--- config.mk ---
export PLATFORM = sky130hd
export DESIGN_NAME = mod6_sequence_monitor
export DESIGN_NICKNAME = d
export VERILOG_FILES = /design/src/rtl/mod6_sequence_monitor.sv
export SDC_FILE = /design/constraint.sdc
export NUM_CORES = 1
export LEC_CHECK = 0
export BUFFER_PORTS_ARGS = -buffer_cell sky130_fd_sc_hd__buf_4
export CAP_MARGIN = 15
export CORE_MARGIN = 10
export CORE_UTILIZATION = 38
export CTS_BUF_LIST = sky130_fd_sc_hd__clkbuf_16
export DETAILED_ROUTE_END_ITERATION = 12
export MAX_ROUTING_LAYER = met4
export SLEW_MARGIN = 10
export SYNTH_ARGS = -nofsm -noshare
export SYNTH_HDL_FRONTEND = slang
export SYNTH_SLANG_ARGS = --single-unit
export TNS_END_PERCENT = 30
--- constraint.sdc ---
create_clock -name CLK -period 2.9 [get_ports CLK]
set_input_delay 0.145 -clock CLK [delete_from_list [all_inputs] [get_ports CLK]]
set_output_delay 0.145 -clock CLK [all_outputs]
set_load 0.03 [all_outputs]
--- src/rtl/mod6_sequence_monitor.sv ---
// mod6_sequence_monitor
// Watches a MOD-6 counter output, turns each legal 5->0 wrap into a one-cycle
// carry, and accumulates those carries in a cascaded mod-TENS_MOD digit.
// Illegal codes (6/7) and illegal jumps latch a sticky fault until ERR_CLR.
//
// Optional build macro: MOD6_MON_ERRCNT_EN adds ERR_CNT, an 8-bit saturating
// count of fault entries (cleared only by CLR).
//
// Handshake: there is no valid/ready pair; every EN=1 rising edge is one
// sample of Q_IN/LC_IN, and EN=0 stalls the monitor with CO forced low.
module mod6_sequence_monitor #(
    parameter int TENS_MOD = 10,
    parameter int TENS_W   = 4
) (
    input  logic              CLK,
    input  logic              CLR,
    input  logic              EN,
    input  logic [2:0]        Q_IN,
    input  logic              LC_IN,
    input  logic              ERR_CLR,
    output logic              CO,
    output logic [TENS_W-1:0] TENS,
    output logic              TC,
    output logic              ERR,
`ifdef MOD6_MON_ERRCNT_EN
    output logic [7:0]        ERR_CNT,
`endif
    output logic [1:0]        dbg_state
);

    typedef enum logic [1:0] {
        ST_IDLE  = 2'd0,
        ST_TRACK = 2'd1,
        ST_FAULT = 2'd2
    } state_t;

    state_t              state, state_nxt;
    logic [2:0]          prev_q, prev_nxt;
    logic                co_q, co_nxt;
    logic [TENS_W-1:0]   tens_q, tens_nxt;

    logic                q_ok;
    logic                step_legal;
    logic                wrap;

    // Step classification against the previously sampled code
    always_comb begin
        q_ok       = (Q_IN <= 3'd5);
        wrap       = !LC_IN && (prev_q == 3'd5) && (Q_IN == 3'd0);
        step_legal = q_ok && (LC_IN
                              || (Q_IN == prev_q)
                              || ((prev_q < 3'd5) && (Q_IN == prev_q + 3'd1))
                              || ((prev_q == 3'd5) && (Q_IN == 3'd0)));
    end

    // Next-state, next-carry and next-digit logic; everything holds when EN=0
    always_comb begin
        state_nxt = state;
        prev_nxt  = prev_q;
        co_nxt    = 1'b0;
        tens_nxt  = tens_q;
        if (EN) begin
            case (state)
                ST_IDLE: begin
                    prev_nxt = Q_IN;
                    if (q_ok) state_nxt = ST_TRACK;
                    else      state_nxt = ST_FAULT;
                end
                ST_TRACK: begin
                    prev_nxt = Q_IN;
                    if (step_legal) begin
                        if (wrap) begin
                            co_nxt   = 1'b1;
                            tens_nxt = (tens_q == TENS_W'(TENS_MOD - 1))
                                       ? '0 : tens_q + TENS_W'(1);
                        end
                    end else begin
                        state_nxt = ST_FAULT;
                    end
                end
                ST_FAULT: begin
                    // Acknowledge beats any illegal code on the same edge;
                    // IDLE re-checks Q_IN on the following edge.
                    if (ERR_CLR) state_nxt = ST_IDLE;
                end
                default: state_nxt = ST_IDLE;
            endcase
        end
    end

    // State, history, carry and digit registers
    always_ff @(posedge CLK or negedge CLR) begin
        if (!CLR) begin
            state  <= ST_IDLE;
            prev_q <= 3'd0;
            co_q   <= 1'b0;
            tens_q <= '0;
        end else begin
            state  <= state_nxt;
            prev_q <= prev_nxt;
            co_q   <= co_nxt;
            tens_q <= tens_nxt;
        end
    end

`ifdef MOD6_MON_ERRCNT_EN
    logic       fault_entry;
    logic [7:0] err_cnt_q;

    assign fault_entry = EN && (state != ST_FAULT) && (state_nxt == ST_FAULT);

    // Saturating count of entries into FAULT; ERR_CLR does not touch it
    always_ff @(posedge CLK or negedge CLR) begin
        if (!CLR)                                   err_cnt_q <= 8'd0;
        else if (fault_entry && err_cnt_q != 8'hFF) err_cnt_q <= err_cnt_q + 8'd1;
    end

    assign ERR_CNT = err_cnt_q;
`endif

    assign CO        = co_q;
    assign TENS      = tens_q;
    assign ERR       = (state == ST_FAULT);
    assign TC        = (state == ST_TRACK) && (tens_q == TENS_W'(TENS_MOD - 1))
                       && (Q_IN == 3'd5);
    assign dbg_state = state;

endmodule
Word-level counts from Yosys, hierarchy flattened
Index checks and enable logic that the tools add are counted.
W data, S select, Z words.
{ "word_totals": {"regBits": 10, "input_bits": 8, "out_inout_bits": 9, "wordCells": 43} }
{ "classes": {"mux": 9, "magnitude_cmp": 2, "n_addsub": 2, "n_reduce_logical": 17, "eq_ne": 9} }
{ "ops": {"columns": ["operator", "count"], "rows": [
  ["$logic_and A1 B1 Y1", 7],
  ["$eq A3 B3 Y1", 2],
  ["$eq A3 B3 Y1 const B", 2],
  ["$mux W2", 3],
  ["$pmux W2 S3", 1],
  ["$add A4 B1 Y4 const B", 1],
  ["$eq A4 B4 Y1 const B", 1],
  ["$mux W1", 4],
  ["$mux W4", 1],
  ["$ne A2 B2 Y1 const B", 2],
  ["$reduce_and A4 Y1", 1],
  ["$add A3 B1 Y3 const B", 1],
  ["$le A3 B3 Y1 const B", 1],
  ["$logic_not A3 Y1", 1],
  ["$logic_or A1 B1 Y1", 3],
  ["$lt A3 B3 Y1 const B", 1],
  ["$reduce_and A3 Y1", 1],
  ["$eq A2 B1 Y1 const B", 1],
  ["$eq A2 B2 Y1 const B", 1],
  ["$logic_not A2 Y1", 1],
  ["$reduce_and A2 Y1", 1],
  ["$reduce_or A2 Y1", 1],
  ["$logic_not A1 Y1", 1]
]} }

Logic depth before layout (Yosys ltp)
Gate-level depths: netlist (run 1).
{ "logic_depth": {"ltp_word": 9, "mapped_depth": 7, "depth_no_buf": 7} }

Worst setup path before layout (run 1)
OpenSTA, ideal clock, no wires.
{ "synth_path": {"kind": "reg-to-output", "start": "register state[0] (netlist: dbg_state[0])", "end": "output TC", "path_slack_ns": 1.099, "arrival_time_ns": 1.656, "t_required_ns": 2.755, "path_stages_with_launch": 4, "n_path_buf": 0, "cell_sequence": "dfrtp_1 nor2b_1 nand4_1 nor3_1"} }
{ "synth_between": {"elab_chain_len": 3} }
{ "synth_lines": {"columns": ["item", "line_no", "rtl"], "rows": [
  ["start, declared", "37", "state_t state, state_nxt;"],
  ["start signal, assigned", "99", "state <= state_nxt;"],
  ["$eq A2 B1 Y1", "124", "assign TC = (state == ST_TRACK) && (tens_q == TENS_W'(TENS_MOD - 1))"],
  ["$logic_and A1 B1 Y1", "124", null],
  ["$logic_and A1 B1 Y1", "125", "&& (Q_IN == 3'd5);"],
  ["end, declared", "23", "output logic TC,"]
]} }
Every way passes these cells.

Worst setup path in the final report (run 1)
{ "layout_path": {"start": "register prev_q[1]", "end": "register tens_q[3] (netlist: TENS[3])"} }
{ "layout_between": {"elab_chain_len": 7, "word_cells_on_any_way": 14, "cone_classes": "1 x add/sub; 1 x order compare; 3 x eq/ne; 9 x reduce/logical"} }
{ "layout_lines": {"columns": ["item", "line_no", "rtl"], "rows": [
  ["start, declared", "38", "logic [2:0] prev_q, prev_nxt;"],
  ["start signal, assigned", "100", "prev_q <= prev_nxt;"],
  ["$add A3 B1 Y3", "52", "|| ((prev_q < 3'd5) && (Q_IN == prev_q + 3'd1))"],
  ["$eq A3 B3 Y1", "52", null],
  ["$logic_and A1 B1 Y1", "52", null],
  ["$logic_or A1 B1 Y1", "52", null],
  ["$logic_or A1 B1 Y1", "53", "|| ((prev_q == 3'd5) && (Q_IN == 3'd0)));"],
  ["$logic_and A1 B1 Y1", "50", "step_legal = q_ok && (LC_IN"],
  ["$reduce_and A4 Y1 (no line) (*)", null, null],
  ["end signal, assigned", "102", "tens_q <= tens_nxt;"],
  ["end, declared", "40", "logic [TENS_W-1:0] tens_q, tens_nxt;"]
]} }
Mark *: on every way between the ends. The rest lies on a longest branch, timed or not.
A chain may end at the register's enable or synchronous reset.

==> results of run 1 <==
-- registers in the layout (all words and copies together), names as in the netlist --
name       count
TENS           4
dbg_state      2
CO             1
prev_q         3
-- power by group through the flow --
stage          combinational [mW]  sequential [mW]  clock [mW]
2_1_floorplan               0.160            0.260           0
3_3_place_gp                0.271            0.236           0
3_5_place_dp                0.274            0.235           0
4_1_cts                     0.277            0.237       0.241
5_1_grt                     0.296            0.244       0.248
6_report                    0.270            0.237       0.236
-- repair_timing --
item | CTS | global route
hold endpoints to repair | 10 | 0
setup buffers | 0 | 0
hold buffers | 1 | 0
-- cell usage after synthesis (3+ instances only) --
cell and number:
sky130_fd_sc_hd__nand2_1 3, sky130_fd_sc_hd__dfrtp_1 10, sky130_fd_sc_hd__xnor2_1 4, sky130_fd_sc_hd__o21ai_0 3
sky130_fd_sc_hd__nor2b_1 4, sky130_fd_sc_hd__inv_1 3, sky130_fd_sc_hd__xor2_1 3
-- placed cells by master, fill, tap and decap left out, drive strengths merged --
cell	Yosys	layout
a31oi	1	1
a21o	1	1
nand2b	2	2
buf	2	16
inv	3	3
nor2b	4	4
a32o	1	1
o21ai	4	4
xor2	3	3
o22ai	1	1
dfrtp	10	10
nand4	2	2
nor3	3	3
clkbuf	0	3
nand4bb	1	1
mux2	2	2
nand3	2	2
or2	1	1
xnor2	4	4
a21oi	1	1
dlygate4sd3	0	1
nand2	3	3
ha	2	2
nor2	1	1
o311ai	2	2
and3	2	2
-- layout make-up --
| class | count | share of cell area [%] |
|---|---|---|
| multi-input combinational | 43 | 40.4 |
| sequential | 10 | 30.6 |
| inverter | 3 | 1.38 |
| tap | 16 | 2.45 |
| clock buffer | 3 | 9.19 |
| timing repair buffer | 17 | 15.9 |
-- layer usage --
layer  GRT usage [%]  vias to the layer above
met2            13.5                       14
met3            3.60                        2
met4            5.77                        0
li1                -                      243
met1            9.33                      243
met5               -                        -
-- logic make-up after synthesis --
logic type,Yosys count,synth area share [%]
AOI/OAI and AO/OA,11,14.6
and+or+nand+nor,21,22.2
DFF,10,41.6
buffers and inverters,5,3.53
adders and majority gates,2,4.16
muxes,2,3.74
xor gates and xnor gates,7,10.2
-- through the flow --
stage | power (mW) | util (%) | area (µm²) | hold WS [ns]
floorplan | 0.420 | - | 602 | -0.151
global placement | 0.507 | 48.6 | 732 | -0.0184
detailed placement | 0.509 | 48.6 | 732 | -0.0172
CTS | 0.755 | 54.2 | 817 | 0.116
global route | 0.788 | 54.2 | 817 | 0.127
finish | 0.743 | 54.2 | 817 | 0.118
-- worst min-delay path by stage --
stage          start           end  slack, ns  depth (start not counted)
2_1_floorplan    CLR            CO      -0.15                          0
3_3_place_gp     CLR       TENS[3]      -0.02                          1
3_5_place_dp     CLR       TENS[3]      -0.02                          1
4_1_cts           EN  dbg_state[0]       0.12                          2
5_1_grt           EN  dbg_state[0]       0.13                          2
6_report          EN  dbg_state[0]       0.12                          2
==> out/results.ini, run 1 <==
[outcome]
outcome = finished clean

[routing]
firstDrtPassIters = 4
route.detailed.wl_per_inst_um = 15.2
maxUsedRoutingLayer = met4
routed-via-count = 502
m1WireLength_um = 596
drt_first_iter_violations = 12
drt.antenna.violating_nets = 0
route.detailed.vias_per_inst = 5.46
drt-total-wl_um = 1400
met3_routed_wl_um = 110
wl_met2_um = 680
remaining_drc_errors = 0

[power_and_ir_drop]
p_per_area_nw_per_um2 = 909
combPwrFrac_pct = 36.4
cellInternalPower_uw = 482
power.net_switching_uw = 261
swShare_pct = 35.1
leakage_power_of_the_design_nw = 0.379
p_clk_share_pct = 31.8
share_seq_of_total_power_pct = 31.8
max-vdd-ir-drop_uv = 380

[worst_setup_path]
critPathRequiredTime_ns = 3.04
timing.critical_path.to_type = register
maximum_fanout_count_along_the_critical_path = 4
timing.critical_path.from = prev_q[1]
crit_type = register to register
critPathCapture = TENS[3]
timing.reg2reg.worst_path_depth = 7
worst_ep_arrival_time_ns = 1.84
timing.critical_path.from_type = register
critical_path.cell_chain = inv_1 -> ha_1 -> nand4bb_1 -> nor3_2 -> nand4_2 -> or2_4 -> o311ai_2
path_depth = 7
max_stage_delay_ns = 0.42
reg2reg_slack_ns = 1.20
critical_path.reg2reg.startpoint = prev_q[1]
worst-path-buf-inv = 1
critPathTopFamily = simple AND/OR/NAND/NOR gates
slowest_stage = sky130_fd_sc_hd__dfrtp_1
rr_endpoint = TENS[3]

[clocking]
clock_insertion_delay_worst_skew_ns = 0.23
clk_root_buffer_cell = sky130_fd_sc_hd__clkbuf_16
ctsLongestPathBuffers = 2
post_cts_resized = 0
cts_tree = done
cts.clk_slew.worst_paths_ns = 0.04
cts_buffers = 3
cts_sinks = 10
htree_num_levels = 1

[cells_and_area]
footprint_of_the_multi_input_gates_um2 = 330
antenna-diode-count = 0
final.fill_count = 144
area.sequential_um2 = 250
layoutNonFillerInstCount = 92
layout-area-overhead-vs-synth_pct = 35.8
final_layout_size_suffix_gt1_share_pct = 34.2
design.final.nets = 88

[global_routing]
grt_use_total_pct = 8.91
antenna_found_initial = 0
grt_first_pass_wirelength_um = 2370
grt_overflow_total = 0
first_global_vias = 526
grt_max_degree = 11

[sta]
total_negative_slack_for_setup_checks_ns = 0
transition_time_at_the_pin_with_the_least_slew_margin_ns = 0.488
timing.slew.headroom_pct = 67.4
final_setup_violation_count = 0
slew_viol_final = 0
hold_viol_final = 0
final.setup_skew_ns = 0.00117
setup_repair_after_global_routing_missed_its_margin = false
worst_slack_ns = 1.20
finalCriticalPeriod_ns = 1.70
period_share_pct = 58.6
timing.fmax_ghz = 0.588

[floorplan]
die_width_um = 59.8
initial_util_pct = 40.0
fp-row-count = 14
boundaryPins = 17
coreArea_um2 = 1510
floorplan.die.height_um = 59.8
floorplan.die_area_um2 = 3580

[min_path]
holdCritPathClass = primary input to register

[yosys]
synthDominantCellAreaShare_pct = 41.6
post-synth-top-area-cell = sky130_fd_sc_hd__dfrtp_1
synth-seq-cells = 10
synthCells = 58
synth_edf_count = 0
yosysWarningCount = 0
syn-mean-instance-area_um2 = 10.4
yosys_most_used_dff = sky130_fd_sc_hd__dfrtp_1
synth_area_leaders = sky130_fd_sc_hd__dfrtp_1 (42%), sky130_fd_sc_hd__xnor2_1 (5.8%), sky130_fd_sc_hd__o311ai_2 (5.4%)
synthesized_cell_area_um2 = 602
postSynthNetCount = 68
yosysUniqueCellTypes = 27
synthArstFlopShare_pct = 100
ys_seq_area_share_pct = 41.6

[place]
final_estimated_routing_congestion_in_global_placement = 0.771
place_worst_setup_slack_ns = 1.21
numPortBuffers = 16
place.detailed.hpwl_um = 1090
placedCellCount = 88

[run]
max-cap-violations = 0

No activity file was read; power rests on OpenSTA's default activity.
==> run 2: changes to the inputs <==
--- a/config.mk
+++ b/config.mk
@@ -5,6 +5,7 @@
 export SDC_FILE = /design/constraint.sdc
 export NUM_CORES = 1
 export LEC_CHECK = 0
+export ABC_AREA = 1
 export BUFFER_PORTS_ARGS = -buffer_cell sky130_fd_sc_hd__buf_4
 export CAP_MARGIN = 15
 export CORE_MARGIN = 10
==> constraint.sdc (replaced) <==
create_clock -name CLK -period 1.8 [get_ports CLK]
set_input_delay 0.09 -clock CLK [delete_from_list [all_inputs] [get_ports CLK]]
set_output_delay 0.09 -clock CLK [all_outputs]
set_load 0.03 [all_outputs]
==> run 2 against run 1 <==
Compared with the run above:
- die area increased by 7.5%
- largest cell class unchanged
- via count increased by 24%
- maximum frequency increased by 13%
- cell count increased by 55%
==> out/results.ini, run 2 <==
[outcome]
outcome = finished clean

[power_and_ir_drop]
p_clk_share_pct = 31.7  ; about the same
share_seq_of_total_power_pct = 30.1  ; -1.7 points
swShare_pct = 37.9  ; +2.8 points
leakage_power_of_the_design_nw = 0.519  ; +37%
combPwrFrac_pct = 38.3  ; +1.9 points
max-vdd-ir-drop_uv = 842  ; +120%
power.net_switching_uw = 451  ; +73%
cellInternalPower_uw = 739  ; +53%
p_per_area_nw_per_um2 = 1310  ; +44%

[place]
placedCellCount = 139  ; +58%
postPlaceCellArea_um2 = 822  ; +12%
place.detailed.hpwl_um = 1260  ; +16%
numPortBuffers = 16  ; unchanged
final_estimated_routing_congestion_in_global_placement = 0.801  ; +3.9%

[yosys]
synth_area_leaders = sky130_fd_sc_hd__dfrtp_1 (37%), sky130_fd_sc_hd__nand2_1 (22%), sky130_fd_sc_hd__inv_1 (8.4%)
synthesized_cell_area_um2 = 671  ; +11%
synthArstFlopShare_pct = 100  ; unchanged
yosysUniqueCellTypes = 18  ; -33%
yosys-top-cells-count = sky130_fd_sc_hd__nand2_1 (39), sky130_fd_sc_hd__inv_1 (15), sky130_fd_sc_hd__dfrtp_1 (10), sky130_fd_sc_hd__nor2_1 (7), sky130_fd_sc_hd__o21ai_0 (5)
synth_edf_count = 0  ; unchanged
most_common_cell_in_the_synthesized_netlist = sky130_fd_sc_hd__nand2_1
post-synth-top-area-cell = sky130_fd_sc_hd__dfrtp_1
synthDominantCellAreaShare_pct = 37.3  ; -4.3 points
postSynthNetCount = 108  ; +59%
ys_seq_area_share_pct = 37.3  ; -4.3 points
yosys_most_used_dff = sky130_fd_sc_hd__dfrtp_1
yosysWarningCount = 0  ; unchanged
synthCells = 98  ; +69%
syn-mean-instance-area_um2 = 6.84  ; -34%
synth-seq-cells = 10  ; unchanged

[sta]
timing.fmax_ghz = 0.663  ; +13%
transition_time_at_the_pin_with_the_least_slew_margin_ns = 0.424  ; -0.0638 ns
period_share_pct = 83.7  ; +25 points
hold_viol_final = 0  ; unchanged
finalCriticalPeriod_ns = 1.51  ; -0.193 ns
setup_repair_after_global_routing_missed_its_margin = false
final.setup_skew_ns = 0.00163  ; +0.000454 ns
final_setup_violation_count = 0  ; unchanged
slew_viol_final = 0  ; unchanged
hold_ws_ns = 0.0644  ; -0.0537 ns
total_negative_slack_for_setup_checks_ns = 0  ; unchanged
timing.slew.headroom_pct = 71.5  ; +4.1 points

[cells_and_area]
design.final.nets = 130  ; +48%
commonest_non_fill_non_tap_cell_in_the_layout = sky130_fd_sc_hd__nand2_1
final_standard_cell_area_without_fillers_um2 = 907  ; +11%
final_layout_size_suffix_gt1_share_pct = 21.2  ; -13 points
largest_register_ff_count = 4  ; unchanged
antenna-diode-count = 0  ; unchanged
layoutNonFillerInstCount = 143  ; +55%
layout-area-overhead-vs-synth_pct = 35.3
highest_count_cells_in_the_layout_ignoring_fill_and_taps = sky130_fd_sc_hd__nand2_1 (39), sky130_fd_sc_hd__buf_4 (16), sky130_fd_sc_hd__inv_1 (15)

[worst_setup_path]
critPathMostFrequentCell = sky130_fd_sc_hd__inv_1
maximum_fanout_count_along_the_critical_path = 7  ; +3
timing.reg2reg.worst_path_depth = 8  ; +1
worst-path-buf-inv = 2  ; +1
timing.critical_path.to_type = register
critPathRequiredTime_ns = 1.92  ; -1.12 ns
critical_path.reg2reg.startpoint = prev_q[1]
critical_path.cell_chain = inv_1 -> ha_1 -> nand2_1 -> inv_1 -> nand3_2 -> nor4_4 -> nand2_2 -> a21boi_1
critPathTopFamily = simple AND/OR/NAND/NOR gates
reg2reg_slack_ns = 0.29  ; -0.91 ns
worst_ep_arrival_time_ns = 1.62  ; -0.22 ns
slowest_stage = sky130_fd_sc_hd__dfrtp_1
rr_endpoint = TENS[2]
max_stage_delay_ns = 0.41  ; about the same
crit_type = register to register
timing.critical_path.from_type = register

[clocking]
cts_tree = done
clk_root_buffer_cell = sky130_fd_sc_hd__clkbuf_16
clock_insertion_delay_worst_skew_ns = 0.23  ; about the same
cts_sinks = 10  ; unchanged
htree_num_levels = 1  ; unchanged
postCtsSetupBuffers = 0  ; unchanged
cts.clk_slew.worst_paths_ns = 0.04  ; about the same
cts_buffers = 3  ; unchanged
post_cts_resized = 0  ; unchanged
ctsLongestPathBuffers = 2  ; unchanged

[floorplan]
initial_util_pct = 39.3  ; -0.68 points
floorplan.die.height_um = 62.0  ; +3.7%
floorplan.die_area_um2 = 3850  ; +7.5%
die_width_um = 62.0  ; +3.7%
boundaryPins = 17  ; unchanged
fp-row-count = 15  ; +1
coreArea_um2 = 1710  ; +13%

[global_routing]
globalRoute.busiestLayer = met2
grt_first_pass_wirelength_um = 2460  ; +4.1%
first_global_vias = 550  ; +4.6%
grt_use_met1_pct = 10.5  ; +1.1 points
grt_overflow_total = 0  ; unchanged
antenna_found_initial = 0  ; unchanged
grt_use_total_pct = 9.10  ; +0.19 points
gr-usage-met3_pct = 5.28  ; +1.7 points
met2_usage_pct = 13.5  ; -0.079 points
grt_max_degree = 11  ; unchanged

[routing]
drt.antenna.violating_nets = 0  ; unchanged
remaining_drc_errors = 0  ; unchanged
route.detailed.vias_per_inst = 4.36  ; -20%
route.detailed.wl_per_inst_um = 10.7  ; -30%
firstDrtPassIters = 4  ; unchanged
drt-total-wl_um = 1530  ; +9.3%
routed-via-count = 624  ; +24%
drt_first_iter_violations = 15  ; +3

[run]
max-cap-violations = 0  ; unchanged

[min_path]
holdCritPathClass = primary input to register
hold_depth = 2  ; unchanged
worstHoldStart = LC_IN
worst_hold_path.endpoint = CO

-- run 2: worst max path at each step --
stage                     startpoint      end  depth (start not counted)
after floorplan              TENS[0]       TC                          4
after global placement     prev_q[1]  TENS[2]                          8
after detailed placement   prev_q[1]  TENS[2]                          8
after CTS                  prev_q[1]  TENS[2]                          8
after global routing       prev_q[1]  TENS[2]                          8
final                      prev_q[1]  TENS[2]                          8
-- run 2: what timing repair did --
action                                  CTS  global route
hold buffers                              1             0
endpoints found under the setup margin    0             0
endpoints found under the hold margin    10             0
-- run 2: power groups by stage --
stage          sequential (mW)  clock (mW)  combinational (mW)
3_3_place_gp             0.358           0               0.456
4_1_cts                  0.359       0.384               0.466
3_5_place_dp             0.363           0               0.460
6_report                 0.358       0.377               0.456
2_1_floorplan            0.390           0               0.282
5_1_grt                  0.368       0.398               0.516
-- run 2: metal layers --
metal / vias to the layer above / wire length, µm
met2: 14 / 683
met5: - / 0
met3: 0 / 114
met4: 0 / 0
li1: 342 / -
met1: 268 / 729
-- run 2: layout make-up --
| cell class | instances | area (µm²) |
|---|---|---|
| inverter | 17 | 63.8 |
| multi-input combinational | 71 | 357 |
| fill | 174 | 801 |
| tap | 25 | 31.3 |
| timing repair buffer | 17 | 130 |
| sequential | 10 | 250 |
| clock buffer | 3 | 75.1 |
-- run 2: cells by family after synthesis --
group	count (synthesis)	share of synthesized area, %
xor gates and xnor gates	2	2.61
AOI/OAI and AO/OA	10	8.58
buffers and inverters	17	9.51
and+or+nand+nor	57	38.2
DFF	10	37.3
adders and majority gates	2	3.73
-- run 2: per-stage QoR --
stage	setup slack, ns	total power, mW	utilization [%]
2_1_floorplan	0.252	0.672	-
3_3_place_gp	0.292	0.814	48.1
3_5_place_dp	0.287	0.823	48.1
4_1_cts	0.276	1.21	53.1
5_1_grt	0.0993	1.28	53.1
6_report	0.293	1.19	53.1
==> run 3: changes to the inputs <==
--- a/config.mk
+++ b/config.mk
@@ -5,7 +5,7 @@
 export SDC_FILE = /design/constraint.sdc
 export NUM_CORES = 1
 export LEC_CHECK = 0
-export ABC_AREA = 1
+export ABC_AREA = 0
 export BUFFER_PORTS_ARGS = -buffer_cell sky130_fd_sc_hd__buf_4
 export CAP_MARGIN = 15
 export CORE_MARGIN = 10
==> constraint.sdc (replaced) <==
create_clock -name CLK -period 1.5 [get_ports CLK]
set_input_delay 0.075 -clock CLK [delete_from_list [all_inputs] [get_ports CLK]]
set_output_delay 0.075 -clock CLK [all_outputs]
set_load 0.03 [all_outputs]
==> run 3 against run 2 <==
Compared with the run above:
- the run now ends with negative setup slack left
- design area shrank 5.2%
- cell count shrank 33%
- worst setup slack lost 0.40 ns
- sequential share of layout area grew 1.5 points
==> out/results.ini, run 3 (synthesized netlist as in run 1, its figures left out) <==
[outcome]
outcome = finished with violations
violations_in_the_final_reports = negative setup slack

[global_routing]
grt_overflow_total = 0  ; unchanged
grt_max_degree = 11  ; unchanged
antenna_found_initial = 0  ; unchanged
grt_use_total_pct = 8.62  ; -0.48 points
grt_first_pass_wirelength_um = 2350  ; -4.8%
first_global_vias = 517  ; -6.0%

[min_path]
holdCritPathClass = primary input to register
hold_depth = 2  ; unchanged

[worst_setup_path]
critPathCapture = TENS[3]
timing.critical_path.from_type = register
worst-path-buf-inv = 0  ; -2
critPathRequiredTime_ns = 1.63  ; -0.29 ns
critical_path.reg2reg.startpoint = prev_q[0]
timing.critical_path.from = prev_q[0]
timing.reg2reg.worst_path_depth = 6  ; -2
timing.critical_path.to_type = register
maximum_fanout_count_along_the_critical_path = 5  ; -2
rr_endpoint = TENS[3]
critPathTopFamily = simple AND/OR/NAND/NOR gates
worst_ep_arrival_time_ns = 1.74  ; +0.12 ns
crit_type = register to register
critical_path.cell_chain = ha_1 -> nand4bb_1 -> nor3_2 -> nand4_2 -> or2_4 -> o311ai_2
path_depth = 6  ; -2
reg2reg_slack_ns = -0.11  ; -0.40 ns
max_stage_delay_ns = 0.41  ; about the same
slowest_stage = sky130_fd_sc_hd__dfrtp_1

[sta]
transition_time_at_the_pin_with_the_least_slew_margin_ns = 0.268  ; -0.157 ns
hold_viol_final = 0  ; unchanged
final.setup_skew_ns = 0.000795  ; -0.000834 ns
worst_slack_ns = -0.110  ; -0.403 ns
finalCriticalPeriod_ns = 1.61  ; +0.103 ns
period_share_pct = 107  ; +24 points
timing.fmax_ghz = 0.621  ; -6.4%
final_setup_violation_count = 4  ; +4
timing.slew.headroom_pct = 82.1  ; +11 points
slew_viol_final = 0  ; unchanged
setup_repair_after_global_routing_missed_its_margin = true
total_negative_slack_for_setup_checks_ns = -0.339  ; -0.339 ns

[floorplan]
die_width_um = 59.8  ; -3.6%
boundaryPins = 17  ; unchanged
fp-row-count = 14  ; -1
floorplan.die_area_um2 = 3580  ; -7.0%
initial_util_pct = 40.0  ; +0.68 points
floorplan.die.height_um = 59.8  ; -3.6%
coreArea_um2 = 1510  ; -12%

[cells_and_area]
final_layout_size_suffix_gt1_share_pct = 41.3  ; +20 points
largest_register_ff_count = 4  ; unchanged
highest_count_cells_in_the_layout_ignoring_fill_and_taps = sky130_fd_sc_hd__buf_4 (20), sky130_fd_sc_hd__dfrtp_1 (10), sky130_fd_sc_hd__xnor2_1 (4)
design.final.nets = 92  ; -29%
final.fill_count = 143  ; -18%
layoutNonFillerInstCount = 96  ; -33%
commonest_non_fill_non_tap_cell_in_the_layout = sky130_fd_sc_hd__buf_4
layout-area-overhead-vs-synth_pct = 42.8
antenna-diode-count = 0  ; unchanged

[clocking]
ctsLongestPathBuffers = 2  ; unchanged
htree_num_levels = 1  ; unchanged
clock_insertion_delay_worst_skew_ns = 0.23  ; about the same
cts_buffers = 3  ; unchanged
postCtsSetupBuffers = 0  ; unchanged
cts_sinks = 10  ; unchanged
cts_tree = done
clk_root_buffer_cell = sky130_fd_sc_hd__clkbuf_16
cts.clk_slew.worst_paths_ns = 0.04  ; about the same

[routing]
drt.antenna.violating_nets = 0  ; unchanged
route.detailed.vias_per_inst = 5.19  ; +19%
drt_first_iter_violations = 5  ; -10
route.detailed.wl_per_inst_um = 14.1  ; +32%
drt-total-wl_um = 1350  ; -11%
firstDrtPassIters = 4  ; unchanged
routed-via-count = 498  ; -20%
remaining_drc_errors = 0  ; unchanged

[power_and_ir_drop]
total_power_mw = 1.50  ; +26%
leakage_power_of_the_design_nw = 0.402  ; -22%
p_per_area_nw_per_um2 = 1740  ; +33%
max-vdd-ir-drop_uv = 1510  ; +79%

[place]
final_estimated_routing_congestion_in_global_placement = 0.854  ; +6.5%
placedCellCount = 92  ; -34%
numPortBuffers = 16  ; unchanged
place_worst_setup_slack_ns = -0.128  ; -0.414 ns
place.detailed.hpwl_um = 1080  ; -14%

[run]
max-cap-violations = 0  ; unchanged

-- run 3: changes by cell type in the layout (fill, tap and decap cells not counted), moves of 3 or more --
cell                      before  now
sky130_fd_sc_hd__nand2_1      39    3
sky130_fd_sc_hd__inv_1        15    2
sky130_fd_sc_hd__nor2_1        7    1
sky130_fd_sc_hd__buf_4        16   20
sky130_fd_sc_hd__nor2b_1       0    3
sky130_fd_sc_hd__xnor2_1       1    4
-- run 3: report_power, final --
part	leakage, nW	internal (mW)	switching, mW
clock	0.0370	0.344	0.104
sequential	0.124	0.344	0.0968
combinational	0.241	0.301	0.305
-- run 3: worst min-delay path by stage --
stage	startpoint	to	slack (ns)
after floorplan	CLR	CO	-0.22
after global placement	CLR	TENS[3]	-0.09
after detailed placement	CLR	TENS[3]	-0.09
after CTS	EN	dbg_state[0]	0.06
after global routing	EN	dbg_state[0]	0.08
final	EN	dbg_state[0]	0.06
-- run 3: timing repair --
item                                    in CTS  in global routing
gates resized for setup                      1                  2
hold buffers                                 1                  0
hold endpoints to repair                    10                  0
endpoints found under the setup margin       5                  6
-- run 3: stage by stage --
step	hold slack [ns]	instance area (µm²)	utilization (%)
5_1_grt	0.0794	860	57.1
2_1_floorplan	-0.221	607	-
3_5_place_dp	-0.0892	767	50.9
3_3_place_gp	-0.0892	767	50.9
4_1_cts	0.0561	852	56.6
6_report	0.0584	860	57.1
-- run 3: final cells by class --
type                       instances  area (µm²)  area share (%)
timing repair buffer              21         160            18.6
tap                               16        20.0            2.33
inverter                           3        11.3            1.31
multi-input combinational         43         343            39.9
sequential                        10         250            29.1
clock buffer                       3        75.1            8.73
-- run 3: routing by layer --
metal  vias up  wire (µm)  global-route usage [%]
li1        250          -                       -
met1       235        582                    9.49
met2        13        652                    13.8
met3         0        118                    5.30
met4         0          0                       0
met5         -          0                       -
